File: config.mk
export PLATFORM = sky130hd
export DESIGN_NAME = spi_flash_reader_flat
export DESIGN_NICKNAME = d
export VERILOG_FILES = /design/src/rtl/spi_flash_reader_if.sv /design/src/rtl/spi_flash_reader.sv /design/src/flat_wrapper.sv
export SDC_FILE = /design/constraint.sdc
export NUM_CORES = 1
export LEC_CHECK = 0
export ABC_CLOCK_PERIOD_IN_PS = 2220
export CAP_MARGIN = 10
export CORE_MARGIN = 4
export CORE_UTILIZATION = 43
export CTS_BUF_LIST = sky130_fd_sc_hd__clkbuf_8
export CTS_CLUSTER_DIAMETER = 80
export DETAILED_ROUTE_END_ITERATION = 8
export MAX_ROUTING_LAYER = met4
export PLACE_DENSITY_LB_ADDON = 0.3
export SYNTH_ARGS = -nofsm -noshare
export SYNTH_HDL_FRONTEND = slang
export SYNTH_SLANG_ARGS = --single-unit
export TNS_END_PERCENT = 5
File: constraint.sdc
create_clock -name clk -period 2.22 [get_ports clk]
set_input_delay 0.666 -clock clk [delete_from_list [all_inputs] [get_ports clk]]
set_output_delay 0.666 -clock clk [all_outputs]
set_load 0.05 [all_outputs]
File: src/rtl/spi_flash_reader_if.sv
// Bus bundle around spi_flash_reader.
// Groups three sets of signals:
//   request side : req_valid, req_ready, req_addr, req_len, done, err
//   byte stream  : out_valid, out_ready, out_data, out_last
//   iomem port   : sel, addr, wdata, wstrb, rdata
// Modports:
//   slave  - view taken by spi_flash_reader itself. It serves read requests
//            and drives the SPI controller's iomem port.
//   master - view taken by whatever surrounds the reader. That is the
//            requester, the stream consumer and the SPI controller.
interface spi_flash_reader_if;
  logic        req_valid;
  logic        req_ready;
  logic [23:0] req_addr;
  logic [15:0] req_len;
  logic        out_valid;
  logic        out_ready;
  logic [7:0]  out_data;
  logic        out_last;
  logic        done;
  logic        err;
  logic        sel;
  logic [7:0]  addr;
  logic [31:0] wdata;
  logic [3:0]  wstrb;
  logic [31:0] rdata;

  modport slave (
    input  req_valid, req_addr, req_len, out_ready, rdata,
    output req_ready, out_valid, out_data, out_last, done, err,
           sel, addr, wdata, wstrb
  );

  modport master (
    output req_valid, req_addr, req_len, out_ready, rdata,
    input  req_ready, out_valid, out_data, out_last, done, err,
           sel, addr, wdata, wstrb
  );
endinterface

File: src/rtl/spi_flash_reader.sv
// spi_flash_reader
// This block is the sequencer that sits in front of the SPI iomem controller.
// It reads from flash in the following order:
//   1. Accept one request (a 24-bit address and a byte count).
//   2. Shift out the READ opcode and the three address bytes.
//   3. Shift out one dummy byte per data byte.
//   4. Return each received byte on a valid/ready stream that holds one byte.
//
// Ports:
//   clk    system clock
//   reset  asynchronous reset, active low
//   bus    spi_flash_reader_if.slave
//            req_*  request handshake
//            done   completion pulse
//            err    sticky timeout flag
//            out_*  received byte stream
//            sel/addr/wdata/wstrb/rdata  iomem port of the SPI controller
//
// States:
//   state    | meaning
//   ---------+------------------------------------------------------------
//   S_IDLE   | ready for a request
//   S_ISSUE  | one-cycle iomem write of the current tx byte
//   S_WAIT   | settle delay before busy is trusted
//   S_POLL   | sample busy; count toward the timeout
//   S_OUT    | received data byte held on the stream until it is accepted
//   S_FINISH | one-cycle done pulse
module spi_flash_reader #(
  parameter logic [7:0] CMD_READ   = 8'h03,
  parameter logic [7:0] CTRL_MID   = 8'h12,
  parameter logic [7:0] CTRL_END   = 8'h92,
  parameter int         BUSY_BIT   = 31,
  parameter int         POLL_DELAY = 2,
  parameter int         TIMEOUT    = 1024
) (
  input logic           clk,
  input logic           reset,
  spi_flash_reader_if.slave bus
);

  typedef enum logic [2:0] {
    S_IDLE,
    S_ISSUE,
    S_WAIT,
    S_POLL,
    S_OUT,
    S_FINISH
  } state_t;

  // Both timers count down and end on a terminal-count compare.
  // The wait timer is loaded with POLL_DELAY-1, so S_WAIT lasts exactly
  // POLL_DELAY cycles.
  localparam int WW = (POLL_DELAY > 1) ? $clog2(POLL_DELAY) : 1;
  localparam int TW = $clog2(TIMEOUT + 1);
  localparam logic [WW-1:0] WAIT_LOAD = WW'(POLL_DELAY - 1);
  localparam logic [TW-1:0] TO_LOAD   = TW'(TIMEOUT);

  state_t        state_q, state_d;
  logic [2:0]    phase_q, phase_d;
  logic [15:0]   remain_q, remain_d;
  logic [23:0]   addr_q, addr_d;
  logic [WW-1:0] wait_q, wait_d;
  logic [TW-1:0] to_q, to_d;
  logic [7:0]    data_q, data_d;
  logic          last_q, last_d;
  logic          err_q, err_d;
  logic          to_pulse_q, to_pulse_d;

  logic [7:0]    tx_byte;
  logic [7:0]    ctrl;
  logic          busy;
  logic          unused_rdata;

  assign busy         = bus.rdata[BUSY_BIT];
  assign unused_rdata = ^bus.rdata;

  always_ff @(posedge clk or negedge reset) begin
    if (!reset) begin
      state_q    <= S_IDLE;
      phase_q    <= 3'd0;
      remain_q   <= 16'd0;
      addr_q     <= 24'd0;
      wait_q     <= '0;
      to_q       <= '0;
      data_q     <= 8'd0;
      last_q     <= 1'b0;
      err_q      <= 1'b0;
      to_pulse_q <= 1'b0;
    end else begin
      state_q    <= state_d;
      phase_q    <= phase_d;
      remain_q   <= remain_d;
      addr_q     <= addr_d;
      wait_q     <= wait_d;
      to_q       <= to_d;
      data_q     <= data_d;
      last_q     <= last_d;
      err_q      <= err_d;
      to_pulse_q <= to_pulse_d;
    end
  end

  always_comb begin
    state_d    = state_q;
    phase_d    = phase_q;
    remain_d   = remain_q;
    addr_d     = addr_q;
    wait_d     = wait_q;
    to_d       = to_q;
    data_d     = data_q;
    last_d     = last_q;
    err_d      = err_q;
    to_pulse_d = 1'b0;

    case (state_q)
      S_IDLE: begin
        if (bus.req_valid) begin
          addr_d   = bus.req_addr;
          remain_d = bus.req_len;
          phase_d  = 3'd0;
          err_d    = 1'b0;
          state_d  = (bus.req_len == 16'd0) ? S_FINISH : S_ISSUE;
        end
      end
      S_ISSUE: begin
        wait_d  = WAIT_LOAD;
        to_d    = TO_LOAD;
        state_d = S_WAIT;
      end
      S_WAIT: begin
        if (wait_q == '0) state_d = S_POLL;
        else              wait_d  = wait_q - 1'b1;
      end
      S_POLL: begin
        if (busy) begin
          // The timeout abandons the request. The state of chip select is
          // left for the caller to sort out.
          if (to_q == TW'(1)) begin
            err_d      = 1'b1;
            to_pulse_d = 1'b1;
            state_d    = S_IDLE;
          end else begin
            to_d = to_q - 1'b1;
          end
        end else if (phase_q != 3'd4) begin
          phase_d = phase_q + 3'd1;
          state_d = S_ISSUE;
        end else begin
          data_d  = bus.rdata[7:0];
          last_d  = (remain_q == 16'd1);
          state_d = S_OUT;
        end
      end
      S_OUT: begin
        if (bus.out_ready) begin
          remain_d = remain_q - 16'd1;
          state_d  = (remain_q == 16'd1) ? S_FINISH : S_ISSUE;
        end
      end
      S_FINISH: state_d = S_IDLE;
      default:  state_d = S_IDLE;
    endcase
  end

  always_comb begin
    case (phase_q)
      3'd0:    tx_byte = CMD_READ;
      3'd1:    tx_byte = addr_q[23:16];
      3'd2:    tx_byte = addr_q[15:8];
      3'd3:    tx_byte = addr_q[7:0];
      default: tx_byte = 8'h00;
    endcase
  end

  // Chip select is released only after the dummy byte of the last data byte.
  assign ctrl = (phase_q == 3'd4 && remain_q == 16'd1) ? CTRL_END : CTRL_MID;

  assign bus.req_ready = (state_q == S_IDLE);
  assign bus.sel       = (state_q == S_ISSUE);
  assign bus.addr      = 8'h00;
  assign bus.wdata     = (state_q == S_ISSUE) ? {16'h0000, ctrl, tx_byte} : 32'h0;
  assign bus.wstrb     = (state_q == S_ISSUE) ? 4'b0011 : 4'b0000;
  assign bus.out_valid = (state_q == S_OUT);
  assign bus.out_data  = data_q;
  assign bus.out_last  = (state_q == S_OUT) && last_q;
  assign bus.done      = (state_q == S_FINISH) || to_pulse_q;
  assign bus.err       = err_q;

endmodule

File: src/flat_wrapper.sv
// flat-port wrapper written by rule: the top's interface ports become plain ports
module spi_flash_reader_flat 
#(
  parameter logic [7:0] CMD_READ   = 8'h03,
  parameter logic [7:0] CTRL_MID   = 8'h12,
  parameter logic [7:0] CTRL_END   = 8'h92,
  parameter int         BUSY_BIT   = 31,
  parameter int         POLL_DELAY = 2,
  parameter int         TIMEOUT    = 1024
)
  (clk, reset, bus_req_valid, bus_req_addr, bus_req_len, bus_out_ready, bus_rdata, bus_req_ready, bus_out_valid, bus_out_data, bus_out_last, bus_done, bus_err, bus_sel, bus_addr, bus_wdata, bus_wstrb);
  spi_flash_reader_if bus_i ();
  input logic clk;
  input logic reset;
  input wire logic [$bits(bus_i.req_valid)-1:0] bus_req_valid;
  input wire logic [$bits(bus_i.req_addr)-1:0] bus_req_addr;
  input wire logic [$bits(bus_i.req_len)-1:0] bus_req_len;
  input wire logic [$bits(bus_i.out_ready)-1:0] bus_out_ready;
  input wire logic [$bits(bus_i.rdata)-1:0] bus_rdata;
  output wire logic [$bits(bus_i.req_ready)-1:0] bus_req_ready;
  output wire logic [$bits(bus_i.out_valid)-1:0] bus_out_valid;
  output wire logic [$bits(bus_i.out_data)-1:0] bus_out_data;
  output wire logic [$bits(bus_i.out_last)-1:0] bus_out_last;
  output wire logic [$bits(bus_i.done)-1:0] bus_done;
  output wire logic [$bits(bus_i.err)-1:0] bus_err;
  output wire logic [$bits(bus_i.sel)-1:0] bus_sel;
  output wire logic [$bits(bus_i.addr)-1:0] bus_addr;
  output wire logic [$bits(bus_i.wdata)-1:0] bus_wdata;
  output wire logic [$bits(bus_i.wstrb)-1:0] bus_wstrb;
  assign bus_i.req_valid = bus_req_valid;
  assign bus_i.req_addr = bus_req_addr;
  assign bus_i.req_len = bus_req_len;
  assign bus_i.out_ready = bus_out_ready;
  assign bus_i.rdata = bus_rdata;
  assign bus_req_ready = bus_i.req_ready;
  assign bus_out_valid = bus_i.out_valid;
  assign bus_out_data = bus_i.out_data;
  assign bus_out_last = bus_i.out_last;
  assign bus_done = bus_i.done;
  assign bus_err = bus_i.err;
  assign bus_sel = bus_i.sel;
  assign bus_addr = bus_i.addr;
  assign bus_wdata = bus_i.wdata;
  assign bus_wstrb = bus_i.wstrb;
  spi_flash_reader #(.CMD_READ(CMD_READ), .CTRL_MID(CTRL_MID), .CTRL_END(CTRL_END), .BUSY_BIT(BUSY_BIT), .POLL_DELAY(POLL_DELAY), .TIMEOUT(TIMEOUT)) u_core (.clk(clk), .reset(reset), .bus(bus_i));
endmodule
==> flow_summary.toml <==
[synth]
yosys_warnings = 0
synth_top_flop_cell = "dfrtp_1"
synth_top_area_share_pct = 44.3
synth_edf_count = 0
syn_area_per_cell_sq_um = 10.1
ys_seq_area_share_pct = 44.3
synthTopCellsByArea = "dfrtp_1, mux2_2, buf_4, nor2_1, o21ai_0"
syn_inst = 387
synth_largest_area_cell = "dfrtp_1"
synthDistinctLibCells = 54
syn_area_sq_um = 3900
async_reset_ff_share_pct = 100
ys_seq_elements = 69

[routing]
wl_microns = 9810
post_drt_wl_per_cell_microns = 15.8
drt_first_pass_iters = 5
vias = 3324
drcViolationCount = 0
drt-initial-drc-count = 151
via_per_inst = 5.34
antenna_left = 0

[clock_network]
cts-root-buf = "clkbuf_8"
cts_buffers = 9
insertion_delay_ns = 0.35
cts_tree = "yes"
clk_pin_slew_worst_paths_ns = 0.08
cts.sinks = 69
post_cts_buffers = 0
cts_max_path_buffers = 2
cts_hold_buf = 0
h-tree-depth = 3

[setup_path]
r2r_cells = 5
start_kind = "flop"
max_stage_delay_ns = 0.56
setup.worst_path.start = "u_core.remain_q[7]"
rrSetupSlack_ns = 0.03
crit_cells = 5
crit_type = "flop to primary output"
cp_slowest_cell = "or4_4"
reg2reg_to = "u_core.to_q[2]"
worstPathCellList = "or4_4, nor4_4, nand3_2, nor4_4, buf_12"
r2r_start = "u_core.to_q[8]"
cp-endpoint = "bus_wdata[15]"
path_common_cell = "nor4_4"
arrival_ns = 2.10
crit_family = "simple AND/OR/NAND/NOR gates"
critPathRequiredTime_ns = 1.55
path_buf_inv = 1
cp_max_fo = 2
worstSetupEndpointType = "primary output"

[placed_design]
place_hpwl_microns = 7450
pre_cts_ws_ns = -0.268
place_area_sq_um = 5330
routabilityCongestion = 0.881
port_buffers = 79

[sta]
layout_min_cycle_time_ns = 2.77
slew_viol_final = 0
fin_crit_sh_pct = 125
fin_worst_skew_ns = 0.00952
fmax_mhz = 361
setup_viol = 9
rsz0062_at_grt = "yes"
tightest_slew_ns = 0.535
hold_viol_final = 0
fin_ws_ns = -0.546
relSlewSlack_pct = 64.4

[power]
pwr-share-seq_pct = 31.4
vdd_drop_max_uv = 637
switchingPower_mw = 2.79
clockPowerShare_pct = 16.1
p_leak_nw = 2.40
switching_share_pct = 40.0
internal_power_mw = 4.18
share_comb_of_total_power_pct = 52.4
power_density_nw_per_um2 = 1240

[hold_path]
hold_path.class = "input port to asynchronous set/reset pin"

[run_status]
status = "complete, but fails checks"
failed_checks = "negative setup slack"

[final_layout]
nFillCells = 723
drive_gt1_share_pct = 30.0
nets = 595
layout-area-overhead-vs-synth_pct = 43.9
diodes = 0
layout_commonest_cell = "dfrtp_1"
final_cell_area_sq_um = 5610
final_cell_mix = "dfrtp_1, clkdlybuf4s50_1, buf_4, nor2_1, mux2_2"

[global_route]
overflow = 0
grt_use_total_pct = 19.6
grt_pass1_wl_microns = 15800
grt_max_degree = 41
antenna_found_initial = 0
grt_pass1_vias = 3357

[die]
start_util_pct = 44.5
rows = 34
io_pins = 134
fp.dieW_microns = 103
core_sq_um = 8760
die_y_microns = 103
dieArea_sq_um = 10700

[run]
maxCapViolCount = 0
-- power groups by stage --
stage / Combinational, mW / Sequential, mW / Clock [mW]
3_3_place_gp: 3.50 / 2.16 / 0
5_1_grt: 3.94 / 2.26 / 1.20
3_5_place_dp: 3.59 / 2.20 / 0
2_1_floorplan: 2.06 / 2.34 / 0
4_1_cts: 3.66 / 2.19 / 1.15
6_report: 3.65 / 2.19 / 1.12
-- routing by layer --
metal	up-vias	routed length [microns]	GRT usage [%]
met5	-	0	-
met2	123	5100	33.3
met3	15	660	4.23
li1	1580	-	-
met4	0	150	6.27
met1	1606	3900	23.3
-- per-stage QoR --
stage	power [mW]	setup TNS, ns	std cells	hold WS [ns]	utilization (%)
final	6.97	-3.78	622	0.326	64.0
after detailed placement	5.79	-3.80	607	0.493	60.8
after global placement	5.66	-2.97	607	0.482	60.8
after floorplan	4.40	-7.72	417	0.370	-
after CTS	7.00	-3.74	622	0.331	63.8
after global routing	7.40	-4.74	622	0.365	64.0
-- registers in the layout, summed over array words and instances, names as in the netlist --
register	count
u_core.last_q	1
u_core.state_q	3
u_core.bus.err	1
u_core.to_pulse_q	1
u_core.phase_q	3
u_core.bus.out_data	8
u_core.remain_q	16
u_core.to_q	11
u_core.wait_q	1
u_core.addr_q	24
-- how the worst min path moves through the flow --
stage	slack, ns	endpoint
5_1_grt	0.37	u_core.bus.out_data[1]
2_1_floorplan	0.37	u_core.addr_q[0]
6_report	0.33	u_core.bus.out_data[3]
4_1_cts	0.33	u_core.addr_q[7]
3_3_place_gp	0.48	u_core.bus.err
3_5_place_dp	0.49	u_core.bus.err
-- cell type report --
cell class              count  area (sq um)  area share (%)
clock buffers              10           138            2.45
clock inverters             5          76.3            1.36
inverters                  10          37.5           0.669
multi-input cells         286          2090            37.2
flip-flops and latches     69          1730            30.8
well taps                 108           135            2.41
repair buffers            134          1410            25.2
-- cell usage after synthesis, drive strengths merged, types with 2 or more instances --
master and instances:
a32oi 2, nand2b 4, nor2b 5, a222oi 6
a211oi 3, nor3 10, nand2 13, o21ai 30
inv 10, o22a 3, nor3b 2, nor4 9
a221oi 2, nor2 42, buf 40, or3 5
mux2 33, clkbuf 12, dfrtp 69, mux2i 3
or4 5, ha 9, xnor2 6, a22oi 5
nand3 6, or2 2, o31ai 2, o2bb2ai 5
a31oi 3, and2 3, a21o 2, a2111oi 3
a21oi 22
-- cells by family (layout without fill, tap and decap cells) --
group                    count (synthesis)  after routing  synth area share (%)
adder cells (fa/ha/maj)                  9              9                  2.89
other                                    1             31                0.0961
flip-flops                              69             69                  44.3
buffers and inverters                   62            159                  9.40
XOR/XNOR                                 6              6                  1.35
multiplexers                            36             36                  10.3
AND/OR/NAND/NOR                        110            110                  14.8
AO/OA/AOI/OAI                           94             94                  16.9
-- worst reg2reg max path, stage by stage (launching register included) --
cell and delay [ns]:
dfrtp_1 0.41, or4_4 0.57, o31ai_4 0.40, or2_1 0.19, mux2_1 0.32, a22o_1 0.18
-- what timing repair did --
action | CTS | global route
gates resized for setup | 13 | 6
pin swaps | 1 | 1
endpoints found under the setup margin | 15 | 20
(Power assumes the default switching activity.)
